`src/rtl/proc_pkg.sv`:
```
// rtl/proc_pkg.sv - opcode, state and ALU select definitions for the processor controller
package proc_pkg;

    typedef enum logic [3:0] {
        OP_NOOP  = 4'd0,
        OP_STORE = 4'd1,
        OP_LOAD  = 4'd2,
        OP_ADD   = 4'd3,
        OP_SUB   = 4'd4,
        OP_HALT  = 4'd5
    } opcode_e;

    typedef enum logic [3:0] {
        S_INIT      = 4'd0,
        S_FETCH     = 4'd1,
        S_DECODE    = 4'd2,
        S_LOAD_A    = 4'd3,
        S_LOAD_B    = 4'd4,
        S_STORE     = 4'd5,
        S_ALU_OP    = 4'd6,
        S_HALT      = 4'd7,
        S_WAIT_STEP = 4'd8
    } state_e;

    localparam logic [2:0] ALU_PASS = 3'd0;
    localparam logic [2:0] ALU_ADD  = 3'd1;
    localparam logic [2:0] ALU_SUB  = 3'd2;

endpackage

```
`src/rtl/ir_reg.sv`:
```
// rtl/ir_reg.sv - load-enable instruction register with async active-low clear
module ir_reg #(
    parameter int W = 16
) (
    input  logic         clk,
    input  logic         rst_n,
    input  logic         load,
    input  logic [W-1:0] d,
    output logic [W-1:0] q
);

    // Capture the instruction word only when the controller is fetching
    always_ff @(posedge clk or negedge rst_n) begin
        if (!rst_n) begin
            q <= '0;
        end else if (load) begin
            q <= d;
        end
    end

endmodule

```
`src/rtl/proc_ctrl.sv`:
```
// rtl/proc_ctrl.sv - multicycle controller; PROC_CTRL_STEP_EN adds single-step Step input
module proc_ctrl
    import proc_pkg::*;
#(
    parameter int PC_W    = 7,
    parameter int DADDR_W = 8,
    parameter int RF_AW   = 4
) (
    input  logic               Clk,
    input  logic               Reset_n,
    input  logic [15:0]        Instr,
`ifdef PROC_CTRL_STEP_EN
    input  logic               Step,
`endif
    output logic               PC_Clr,
    output logic               PC_Up,
    output logic [DADDR_W-1:0] D_Addr,
    output logic               D_Wr,
    output logic               RF_s,
    output logic [RF_AW-1:0]   RF_W_Addr,
    output logic               RF_W_en,
    output logic [RF_AW-1:0]   RF_Ra_Addr,
    output logic [RF_AW-1:0]   RF_Rb_Addr,
    output logic [2:0]         ALU_s0,
    output logic [3:0]         OutState
);

    // Address fields are sliced straight out of the 16-bit instruction word
    if (DADDR_W != 8 || RF_AW != 4 || PC_W < 1) begin : g_bad_params
        $error("proc_ctrl: DADDR_W must be 8, RF_AW must be 4, PC_W must be positive");
    end

`ifdef PROC_CTRL_STEP_EN
    localparam state_e S_DONE = S_WAIT_STEP;
`else
    localparam state_e S_DONE = S_FETCH;
`endif

    state_e      state;
    state_e      state_next;
    logic        ir_load;
    logic [15:0] ir;
    opcode_e     op;

    ir_reg #(.W(16)) u_ir (
        .clk   (Clk),
        .rst_n (Reset_n),
        .load  (ir_load),
        .d     (Instr),
        .q     (ir)
    );

    assign op       = opcode_e'(ir[15:12]);
    assign OutState = state;

    // State register
    always_ff @(posedge Clk or negedge Reset_n) begin
        if (!Reset_n) begin
            state <= S_INIT;
        end else begin
            state <= state_next;
        end
    end

    // Address outputs follow the IR fields so they settle before any write enable
    always_comb begin
        D_Addr     = '0;
        RF_W_Addr  = '0;
        RF_Ra_Addr = '0;
        RF_Rb_Addr = '0;
        case (op)
            OP_LOAD: begin
                D_Addr    = ir[11:4];
                RF_W_Addr = ir[3:0];
            end
            OP_STORE: begin
                D_Addr     = ir[11:4];
                RF_Ra_Addr = ir[3:0];
            end
            OP_ADD, OP_SUB: begin
                RF_Ra_Addr = ir[11:8];
                RF_Rb_Addr = ir[7:4];
                RF_W_Addr  = ir[3:0];
            end
            default: ;
        endcase
    end

    // Next-state and enable decode; enables are forced low while reset is held
    always_comb begin
        state_next = state;
        ir_load    = 1'b0;
        PC_Clr     = 1'b0;
        PC_Up      = 1'b0;
        D_Wr       = 1'b0;
        RF_s       = 1'b0;
        RF_W_en    = 1'b0;
        ALU_s0     = ALU_PASS;
        case (state)
            S_INIT: begin
                PC_Clr     = 1'b1;
                PC_Up      = 1'b1;
                state_next = S_DONE;
            end
            S_FETCH: begin
                ir_load    = 1'b1;
                PC_Up      = 1'b1;
                state_next = S_DECODE;
            end
            S_DECODE: begin
                case (op)
                    OP_LOAD:        state_next = S_LOAD_A;
                    OP_STORE:       state_next = S_STORE;
                    OP_ADD, OP_SUB: state_next = S_ALU_OP;
                    OP_HALT:        state_next = S_HALT;
                    default:        state_next = S_DONE;
                endcase
            end
            S_LOAD_A: begin
                state_next = S_LOAD_B;
            end
            S_LOAD_B: begin
                RF_s       = 1'b1;
                RF_W_en    = 1'b1;
                state_next = S_DONE;
            end
            S_STORE: begin
                D_Wr       = 1'b1;
                state_next = S_DONE;
            end
            S_ALU_OP: begin
                RF_W_en    = 1'b1;
                ALU_s0     = (op == OP_SUB) ? ALU_SUB : ALU_ADD;
                state_next = S_DONE;
            end
            S_HALT: begin
                state_next = S_HALT;
            end
`ifdef PROC_CTRL_STEP_EN
            S_WAIT_STEP: begin
                if (Step) begin
                    state_next = S_FETCH;
                end
            end
`endif
            default: begin
                state_next = S_INIT;
            end
        endcase
        if (!Reset_n) begin
            ir_load = 1'b0;
            PC_Clr  = 1'b0;
            PC_Up   = 1'b0;
            D_Wr    = 1'b0;
            RF_s    = 1'b0;
            RF_W_en = 1'b0;
            ALU_s0  = ALU_PASS;
        end
    end

endmodule

```
`config.mk`:
```
export PLATFORM = sky130hd
export DESIGN_NAME = proc_ctrl
export DESIGN_NICKNAME = d
export VERILOG_FILES = /design/src/rtl/proc_pkg.sv /design/src/rtl/ir_reg.sv /design/src/rtl/proc_ctrl.sv
export SDC_FILE = /design/constraint.sdc
export NUM_CORES = 1
export LEC_CHECK = 0
export ABC_AREA = 1
export ABC_CLOCK_PERIOD_IN_PS = 2300
export CORE_MARGIN = 2
export CORE_UTILIZATION = 47
export CTS_BUF_LIST = sky130_fd_sc_hd__clkbuf_4 sky130_fd_sc_hd__clkbuf_8
export DETAILED_ROUTE_END_ITERATION = 6
export PLACE_DENSITY_LB_ADDON = 0.25
export SLEW_MARGIN = 10
export SYNTH_ARGS = -nofsm -noshare
export SYNTH_HDL_FRONTEND = slang
export SYNTH_SLANG_ARGS = --single-unit
export TNS_END_PERCENT = 10
```
`constraint.sdc`:
```
create_clock -name Clk -period 2.3 [get_ports Clk]
set_input_delay 0.345 -clock Clk [delete_from_list [all_inputs] [get_ports Clk]]
set_output_delay 0.345 -clock Clk [all_outputs]
set_load 0.05 [all_outputs]
```
Yosys cells after proc, flatten, opt, wreduce, memory -nomap -nowiden

Cells that the tools add are included.

Bits in registers: 20
Input bits: 18
Output and inout port bits: 32

Eq/ne operators: 12
Mux-type cells: 21
Reduce and logical (&&, ||, !) cells: 7

Operator list:

| cell                 | count |
|---|---|
| $eq A4 B3 Y1 const B | 6 |
| $eq A4 B2 Y1 const B | 4 |
| $pmux W3 S5          | 1 |
| $mux W1              | 12 |
| $pmux W3 S4          | 1 |
| $eq A4 B1 Y1 const B | 2 |
| $mux W4              | 2 |
| $mux W8              | 1 |
| $pmux W4 S2          | 1 |
| $reduce_or A2 Y1     | 4 |
| $logic_not A4 Y1     | 1 |
| $mux W2              | 2 |
| $reduce_or A4 Y1     | 1 |
| $mux W3              | 1 |
| $reduce_or A3 Y1     | 1 |

Depth between registers and ports, before layout

Gate-level depths: netlist (run 1).

Depth in word-level cells: 4
Gate-level depth with buffers: 7
Depth with buffers taken out: 6

By module

From an unflattened synthesis (run 1), not the netlist that was laid out.

Cell total of the unflattened synthesis: 151
Area, all modules: 1122.3 um^2

By module, submodules not included:

| module    | instances | cells each | area an instance (um^2) | sequential area each (um^2) |
|---|---|---|---|---|
| ir_reg    | 1         | 68         | 644.4                   | 400.4 |
| proc_ctrl | 1         | 83         | 478.0                   | 75.1 |

Worst setup path after synthesis (run 1)

Ideal clock, no wire load.

Path type: register to output
Start point: register state[2] (netlist: OutState[2])
End point: output D_Wr
Arrival time: 2054 ps
Required time: 1955 ps
Slack: -99 ps
Stages on the path, launching flop included: 4
Path buffers: 1
Path through: dfrtp_1 > buf_2 > nand2_1 > nor3_1

Longest elaborated chain between the ends: 3

RTL lines:

| what                   | line             | source |
|---|---|---|
| start, declared        | proc_ctrl.sv:39  | `state_e state;` |
| start signal, assigned | proc_ctrl.sv:61  | `state <= state_next;` |
| $eq A4 B3 Y1           | proc_ctrl.sv:99  | `case (state)` |
| $mux W1                | proc_ctrl.sv:99  |  |
| $mux W1                | proc_ctrl.sv:150 | `if (!Reset_n) begin` |
| end, declared          | proc_ctrl.sv:18  | `output logic D_Wr,` |

Every way passes these cells.

Worst setup path in the final report (run 1)

Start point: register u_ir.q[15]
End point: output D_Addr[5]

Longest elaborated chain between the ends: 3

RTL lines:

| what                                         | line            | source |
|---|---|---|
| start, declared                              | ir_reg.sv:9     | `output logic [W-1:0] q` |
| start signal, assigned                       | ir_reg.sv:15    | `q <= '0;` |
| start signal, assigned                       | ir_reg.sv:17    | `q <= d;` |
| $eq A4 B1 Y1 or $eq A4 B2 Y1 (tied branches) | proc_ctrl.sv:71 | `case (op)` |
| $reduce_or A2 Y1 (no source line) *          | --              |  |
| $mux W8 *                                    | proc_ctrl.sv:71 |  |
| end, declared                                | proc_ctrl.sv:17 | `output logic [DADDR_W-1:0] D_Addr,` |

Mark *: on every way between the ends. The rest lies on a longest branch, timed or not.

==> load_flow_metrics.sql, run 1 <==
INSERT INTO impl_metrics (metric_group, metric, value, unit) VALUES
('grt', 'grt_pass1_vias', '1171', ''),
('critical_path', 'cp.arrival', '1.86', 'ns'),
('routing', 'met2RoutedLength', '1820', 'um'),
('routing', 'routed_wl', '3320', 'um'),
('grt', 'track_usage', '26.2', '%'),
('synth', 'synth.yosys.seq_area_share', '41.2', '%'),
('critical_path', 'worst-setup-path-type', 'reg -> out', ''),
('grt', 'antenna_found_initial', '0', ''),
('routing', 'num_vias', '1236', ''),
('sta', 'final.setup.tns', '0', 'ns'),
('final_layout', 'insertedDiodeCount', '0', ''),
('routing', 'wl_met1', '1260', 'um'),
('routing', 'average_detailed_routed_wire_length_per_instance', '14.1', 'um'),
('sta', 'timing_max_transition_violations_final', '0', ''),
('critical_path', 'critical_path_peak_fanout', '8', ''),
('critical_path', 'cp-end-kind', 'output port', ''),
('synth', 'synth-seq-cells', '19', ''),
('synth', 'yosys.cell_types.count', '18', ''),
('placed_design', 'port-buffer-count', '47', ''),
('final_layout', 'area_growth_syn_to_layout', '61.4', '%'),
('placed_design', 'detailedPlacementHpwl', '2570', 'um'),
('die', 'die-height', '53.5', 'um'),
('routing', 'met3RoutedLength', '190', 'um'),
('sta', 'clock.fmax', '0.454', 'GHz'),
('pwr', 'power.density', '1480', 'nW/um^2'),
('synth', 'ys_warn_count', '0', ''),
('clock_network', 'clock-sinks', '19', ''),
('die', 'placementRows', '17', ''),
('final_layout', 'final_layout_size_suffix_gt1_share', '19.3', '%'),
('routing', 'via_per_inst', '5.26', ''),
('grt', 'global_route_wire_length_before_repair', '5340', 'um'),
('routing', 'drt_first_iter_violations', '47', ''),
('sta', 'final-setup-viol-count', '0', ''),
('die', 'io_pins', '50', ''),
('flow_run', 'cap_violations', '0', ''),
('clock_network', 'cts_hold_buf', '0', ''),
('clock_network', 'tritoncts_clock_tree', 'yes', ''),
('die', 'chipWidth', '53.5', 'um'),
('critical_path', 'crit_chain', 'nor2_2 > nand3b_1 > nor2_1 > buf_12', ''),
('min_path', 'holdCritPathClass', 'in -> async', ''),
('synth', 'synth_area_per_cell', '7.12', 'sq um'),
('routing', 'highest-signal-layer', 'met4', ''),
('sta', 'fin_skew', '0.0103', 'ns'),
('pwr', 'worst_ir_drop_vdd', '1.03', 'mV'),
('sta', 'rsz_0062_raised_after_global_routing', 'yes', ''),
('clock_network', 'cts.root.buffer_cell', 'clkbuf_4', ''),
('pwr', 'power_leakage', '0.939', 'nW'),
('critical_path', 'cell_with_the_largest_stage_delay_on_the_worst_path', 'dfrtp_1', ''),
('critical_path', 'timing.critical_path.slowest_cell_delay', '0.43', 'ns'),
('synth', 'post_synth_instance_area', '1150', 'sq um'),
('sta', 'worst_hold_slack', '0.488', 'ns'),
('routing', 'firstDrtPassIters', '4', ''),
('placed_design', 'globalplace.congestion', '0.832', ''),
('grt', 'globalRouteOverflowTotal', '0', ''),
('critical_path', 'critical_path.startpoint_type', 'register', ''),
('die', 'die_area', '2870', 'sq um'),
('sta', 'timing.final.crit_period', '2.20', 'ns'),
('grt', 'grt_max_degree', '20', ''),
('clock_network', 'clk_path_buf_depth', '2', ''),
('routing', 'drc', '0', ''),
('clock_network', 'ctsHtreeMaxLevel', '1', ''),
('final_layout', 'postLayoutCoreUtil', '81.8', '%'),
('sta', 'worst_slew_pin_slew', '0.499', 'ns'),
('clock_network', 'clkLatencyLatePin', '0.31', 'ns'),
('synth', 'synthCells', '162', ''),
('sta', 'finalHoldViolations', '0', ''),
('clock_network', 'clock_buffers_created_by_tritoncts', '3', ''),
('critical_path', 'cp_data_required_time', '1.96', 'ns'),
('sta', 'timing.slew.headroom', '66.6', '%'),
('sta', 'layout_worst_path_cycle_share', '95.8', '%'),
('clock_network', 'clkSlewWorstSetupHoldPaths', '0.12', 'ns'),
('die', 'design.core.area', '2280', 'sq um'),
('final_layout', 'final_net_count', '226', ''),
('routing', 'ant_nets', '0', ''),
('run_status', 'status', 'finished clean', ''),
('pwr', 'design_power_total', '2.76', 'mW'),
('die', 'initial_core_util', '50.7', '%');
==> worst paths after layout <==
kind                       cells after the start        start  slack, ns           to
max                                            4   u_ir.q[15]        0.1    D_Addr[5]
min                                            2      Reset_n       0.49    u_ir.q[4]
max reg2reg                                    5  OutState[2]       0.94    u_ir.q[3]
min reg2reg                                    2    u_ir.q[5]       0.49    u_ir.q[5]
max in group asynchronous                      2      Reset_n       1.60  OutState[2]
min in group Clk                               2    u_ir.q[5]       0.49    u_ir.q[5]
==> registers in the layout, summed over array words and instances, names as in the netlist <==
| signal | count |
|---|---|
| OutState | 3 |
| u_ir.q | 16 |
==> worst max-delay path: cells and delay by family, from the launching register on <==
family        cells  cell delay [ns]
buf+inv           1             0.17
flops             1             0.43
simple gates      3             0.95
==> cell families (layout without fill, tap and decap cells) <==
group | Yosys count | in the layout | share of synthesized area [%]
other cells | 1 | 2 | 0.325
compound gates | 9 | 9 | 4.77
simple gates | 106 | 106 | 41.6
buf+inv | 27 | 71 | 12.0
flops | 19 | 19 | 41.2
==> cells in the mapped netlist, drive strengths merged <==
cell | n | area [sq um]
a21boi | 4 | 30.0
nand2 | 59 | 229
dfrtp | 19 | 475
nand3 | 19 | 95.1
conb | 1 | 3.75
inv | 18 | 67.6
nand4 | 4 | 25.0
nor2 | 21 | 114
a21oi | 5 | 25.0
buf | 9 | 71.3
nand3b | 1 | 7.51
nor3 | 2 | 10.0
==> cell usage in the layout (no fill, tap or decap) <==
| cell type | instances |
|---|---|
| nand3b_1 | 1 |
| nand4_1 | 4 |
| inv_1 | 17 |
| a21oi_1 | 5 |
| nor3_1 | 1 |
| conb_1 | 2 |
| clkdlybuf4s50_1 | 20 |
| nand2_4 | 1 |
| a21boi_0 | 1 |
| nand2_1 | 57 |
| buf_12 | 23 |
| nor2_8 | 2 |
| a21boi_1 | 3 |
| clkbuf_4 | 3 |
| nand2_2 | 1 |
| nor2_1 | 18 |
| dfrtp_1 | 19 |
| clkinv_2 | 1 |
| nand3_1 | 19 |
| nor3_2 | 1 |
| inv_2 | 1 |
| nor2_2 | 1 |
| buf_4 | 6 |
==> final cells by class <==
class,instances,area [sq um]
multi-input combinational,117,551
fill,150,414
clock inverter,1,5.00
sequential,19,475
timing repair buffer,49,706
clock buffer,3,22.5
tap,28,35.0
inverter,18,67.6
==> report_power, final <==
part / internal (mW) / switching [mW]
Clock: 0.0649 / 0.113
Combinational: 0.723 / 1.18
Sequential: 0.490 / 0.185
Total: 1.28 / 1.48
==> layer usage <==
layer / global-route usage (%) / up-vias
met5: 0 / -
met4: 12.8 / 0
met3: 2.50 / 6
met2: 50.0 / 55
met1: 28.7 / 584
li1: - / 591
==> what timing repair did <==
action                                  in CTS  in global routing
endpoints found under the setup margin       0                 14
gates resized for setup                      0                  4
buffers inserted                             0                  0
==> stage by stage <==
step           instance area, sq um  setup WS (ns)  instances
4_1_cts                        1860        0.00271        235
3_5_place_dp                   1830          0.362        231
2_1_floorplan                  1160        -0.0281        163
6_report                       1860         0.0973        235
3_3_place_gp                   1830          0.489        231
5_1_grt                        1860        -0.0166        235
No activity file was read; power rests on OpenSTA's default activity.
==> inputs of run 2 (changes only) <==
--- a/config.mk
+++ b/config.mk
@@ -8,9 +8,10 @@
 export ABC_AREA = 1
 export ABC_CLOCK_PERIOD_IN_PS = 2300
 export CORE_MARGIN = 2
-export CORE_UTILIZATION = 47
+export CORE_UTILIZATION = 60
 export CTS_BUF_LIST = sky130_fd_sc_hd__clkbuf_4 sky130_fd_sc_hd__clkbuf_8
 export DETAILED_ROUTE_END_ITERATION = 6
+export DONT_BUFFER_PORTS = 1
 export PLACE_DENSITY_LB_ADDON = 0.25
 export SLEW_MARGIN = 10
 export SYNTH_ARGS = -nofsm -noshare
==> load_flow_metrics.sql, run 2 (same netlist as run 1, synthesis figures left out) <==
INSERT INTO impl_metrics (metric_group, metric, value, unit) VALUES
('min_path', 'holdCritPathClass', 'in -> reg', ''),
('clock_network', 'clk_path_buf_depth', '2', ''),
('critical_path', 'cp-end-kind', 'output port', ''),
('final_layout', 'max_reg_flops', '16', ''),
('pwr', 'p_sw', '1.37', 'mW'),
('flow_run', 'cap_violations', '0', ''),
('die', 'placementRows', '15', ''),
('grt', 'grt_max_degree', '20', ''),
('sta', 'final-setup-viol-count', '0', ''),
('sta', 'clock.fmax', '0.466', 'GHz'),
('grt', 'track_usage', '25.3', '%'),
('die', 'io_pins', '50', ''),
('critical_path', 'critical-path-top-cell-by-count', 'nand2_1', ''),
('clock_network', 'clock-sinks', '19', ''),
('min_path', 'hold_depth', '2', ''),
('critical_path', 'crit_chain', 'nor2_1 > nand2_1 > nand2_1 > nand2_1 > nand2_2', ''),
('routing', 'ant_nets', '0', ''),
('critical_path', 'worst-setup-path-type', 'reg -> out', ''),
('clock_network', 'cts_setup_buffers', '0', ''),
('grt', 'grt_pass1_vias', '924', ''),
('final_layout', 'final_net_count', '204', ''),
('sta', 'timing.slew.headroom', '40.0', '%'),
('critical_path', 'critical_path.startpoint_type', 'register', ''),
('routing', 'routed_wl', '2770', 'um'),
('final_layout', 'register_name_with_the_most_flops', 'u_ir.q', ''),
('critical_path', 'ff2ff_setup_slack', '0.93', 'ns'),
('pwr', 'share_clk_of_total_power', '7.7', '%'),
('min_path', 'hold_path_end', 'u_ir.q[2]', ''),
('sta', 'timing_max_transition_violations_final', '0', ''),
('routing', 'num_vias', '1104', ''),
('pwr', 'p_sw_share', '59.5', '%'),
('routing', 'met3RoutedLength', '255', 'um'),
('final_layout', 'final_layout_size_suffix_gt1_share', '21.6', '%'),
('critical_path', 'cell_with_the_largest_stage_delay_on_the_worst_path', 'dfrtp_1', ''),
('routing', 'met2RoutedLength', '1370', 'um'),
('final_layout', 'layout.cells.most_common_list', 'nand2_1, buf_4, dfrtp_1, nand3_1, nor2_1', ''),
('clock_network', 'cts.root.buffer_cell', 'clkbuf_4', ''),
('routing', 'via_per_inst', '5.26', ''),
('pwr', 'power.share.sequential', '28.0', '%'),
('sta', 'timing.final.crit_period', '2.14', 'ns'),
('placed_design', 'detailedPlacementHpwl', '2040', 'um'),
('min_path', 'min_from', 'Instr[2]', ''),
('routing', 'wl_met1', '1140', 'um'),
('critical_path', 'worstReg2RegStart', 'OutState[0]', ''),
('grt', 'globalRouteOverflowTotal', '0', ''),
('final_layout', 'layout.cells.non_filler', '210', ''),
('sta', 'finalHoldViolations', '0', ''),
('pwr', 'share_comb_of_total_power', '64.3', '%'),
('final_layout', 'area_growth_syn_to_layout', '18.3', '%'),
('die', 'initial_core_util', '65.4', '%'),
('pwr', 'internal_power', '935', 'uW'),
('grt', 'antenna_found_initial', '0', ''),
('run_status', 'status', 'finished clean', ''),
('critical_path', 'cp_data_required_time', '1.96', 'ns'),
('die', 'die_area', '2290', 'sq um'),
('critical_path', 'cp.arrival', '1.80', 'ns'),
('pwr', 'power_leakage', '0.779', 'nW'),
('clock_network', 'ctsHtreeMaxLevel', '1', ''),
('critical_path', 'worstReg2RegEnd', 'u_ir.q[4]', ''),
('clock_network', 'clock_buffers_created_by_tritoncts', '3', ''),
('placed_design', 'placement_setup_slack', '0.427', 'ns'),
('placed_design', 'port-buffer-count', '0', ''),
('final_layout', 'mostFrequentLayoutCell', 'nand2_1', ''),
('clock_network', 'clkLatencyLatePin', '0.30', 'ns'),
('sta', 'worst_hold_slack', '0.163', 'ns'),
('placed_design', 'dp_cells', '205', ''),
('die', 'design.core.area', '1760', 'sq um'),
('die', 'chipWidth', '47.9', 'um'),
('routing', 'highest-signal-layer', 'met4', ''),
('clock_network', 'tritoncts_clock_tree', 'yes', ''),
('pwr', 'power.density', '1690', 'nW/um^2'),
('routing', 'firstDrtPassIters', '4', ''),
('routing', 'drc', '0', ''),
('critical_path', 'critical_path_peak_fanout', '11', ''),
('critical_path', 'critPathLaunch', 'u_ir.q[12]', ''),
('final_layout', 'insertedDiodeCount', '0', ''),
('grt', 'global_route_wire_length_before_repair', '4060', 'um'),
('sta', 'setup_slack', '0.156', 'ns'),
('die', 'die-height', '47.9', 'um'),
('sta', 'fin_skew', '0.0110', 'ns'),
('routing', 'drt_first_iter_violations', '38', ''),
('pwr', 'design_power_total', '2.31', 'mW'),
('clock_network', 'clkSlewWorstSetupHoldPaths', '0.12', 'ns'),
('sta', 'layout_worst_path_cycle_share', '93.2', '%'),
('pwr', 'worst_ir_drop_vdd', '0.885', 'mV'),
('placed_design', 'globalplace.congestion', '0.847', ''),
('sta', 'worst_slew_pin_slew', '0.897', 'ns'),
('critical_path', 'ff2ff_path_depth', '6', ''),
('sta', 'final.setup.tns', '0', 'ns'),
('critical_path', 'timing.critical_path.slowest_cell_delay', '0.48', 'ns'),
('routing', 'average_detailed_routed_wire_length_per_instance', '13.2', 'um');
==> run 2: changes by cell type in the layout (fill, tap and decap cells not counted) <==
| cell | before | now |
|---|---|---|
| a21boi_0 | 1 | 0 |
| buf_12 | 23 | 0 |
| clkdlybuf4s50_1 | 20 | 0 |
| nand2_1 | 57 | 54 |
| nand2_2 | 1 | 4 |
| dlygate4sd3_1 | 0 | 1 |
| buf_4 | 6 | 26 |
| a21boi_1 | 3 | 4 |
==> run 2: stage by stage <==
stage,utilization [%],cell area (sq um)
final,77.4,1370
after floorplan,-,1160
after global placement,74.7,1320
after detailed placement,74.7,1320
after global routing,77.4,1370
after CTS,76.8,1360
==> run 2: worst max-delay path, delay by kind of cell, from the launching register on <==
kind	cells	cell delay [ns]
DFF	1	0.48
and+or+nand+nor	5	1.02
==> run 2: worst max path at each step <==
stage                               end  slack (ns)
final                     RF_Ra_Addr[1]        0.16
after detailed placement  RF_Ra_Addr[2]        0.43
after CTS                 RF_Ra_Addr[2]        0.08
after floorplan            RF_W_Addr[0]       -0.03
after global routing      RF_Ra_Addr[1]      -0.002
after global placement    RF_Ra_Addr[2]        0.54
==> run 2: routing by layer <==
layer / vias to the layer above / GRT usage (%)
li1: 543 / -
met1: 502 / 33.1
met2: 56 / 42.4
met3: 3 / 6.04
met4: 0 / 5.95
met5: - / 0
==> run 2: cell type report <==
class | count | area, sq um
Clock buffer | 3 | 22.5
Timing Repair Buffer | 27 | 205
Tap cell | 25 | 31.3
Sequential cell | 19 | 475
Clock inverter | 1 | 5.00
Multi-Input combinational cell | 117 | 558
Fill cell | 152 | 399
Inverter | 18 | 67.6
==> run 2: power by group through the flow <==
stage	registers (mW)	logic (mW)	clock network (mW)
finish	0.647	1.48	0.177
detailed placement	0.649	1.46	0
floorplan	0.673	1.15	0
global route	0.664	1.60	0.186
global placement	0.641	1.43	0
CTS	0.641	1.48	0.175
==> run 2: repair_timing <==
| item | in CTS | in global routing |
|---|---|---|
| hold endpoints to repair | 19 | 0 |
| gates resized for setup | 0 | 4 |
| hold buffers | 1 | 0 |
| setup endpoints to repair | 0 | 4 |
==> inputs of run 3 (changes only) <==
--- a/config.mk
+++ b/config.mk
@@ -7,6 +7,7 @@
 export LEC_CHECK = 0
 export ABC_AREA = 1
 export ABC_CLOCK_PERIOD_IN_PS = 2300
+export CAP_MARGIN = 30
 export CORE_MARGIN = 2
 export CORE_UTILIZATION = 60
 export CTS_BUF_LIST = sky130_fd_sc_hd__clkbuf_4 sky130_fd_sc_hd__clkbuf_8
==> results of run 3 <==
Final layout, timing and power as in run 2 (identical DEF).
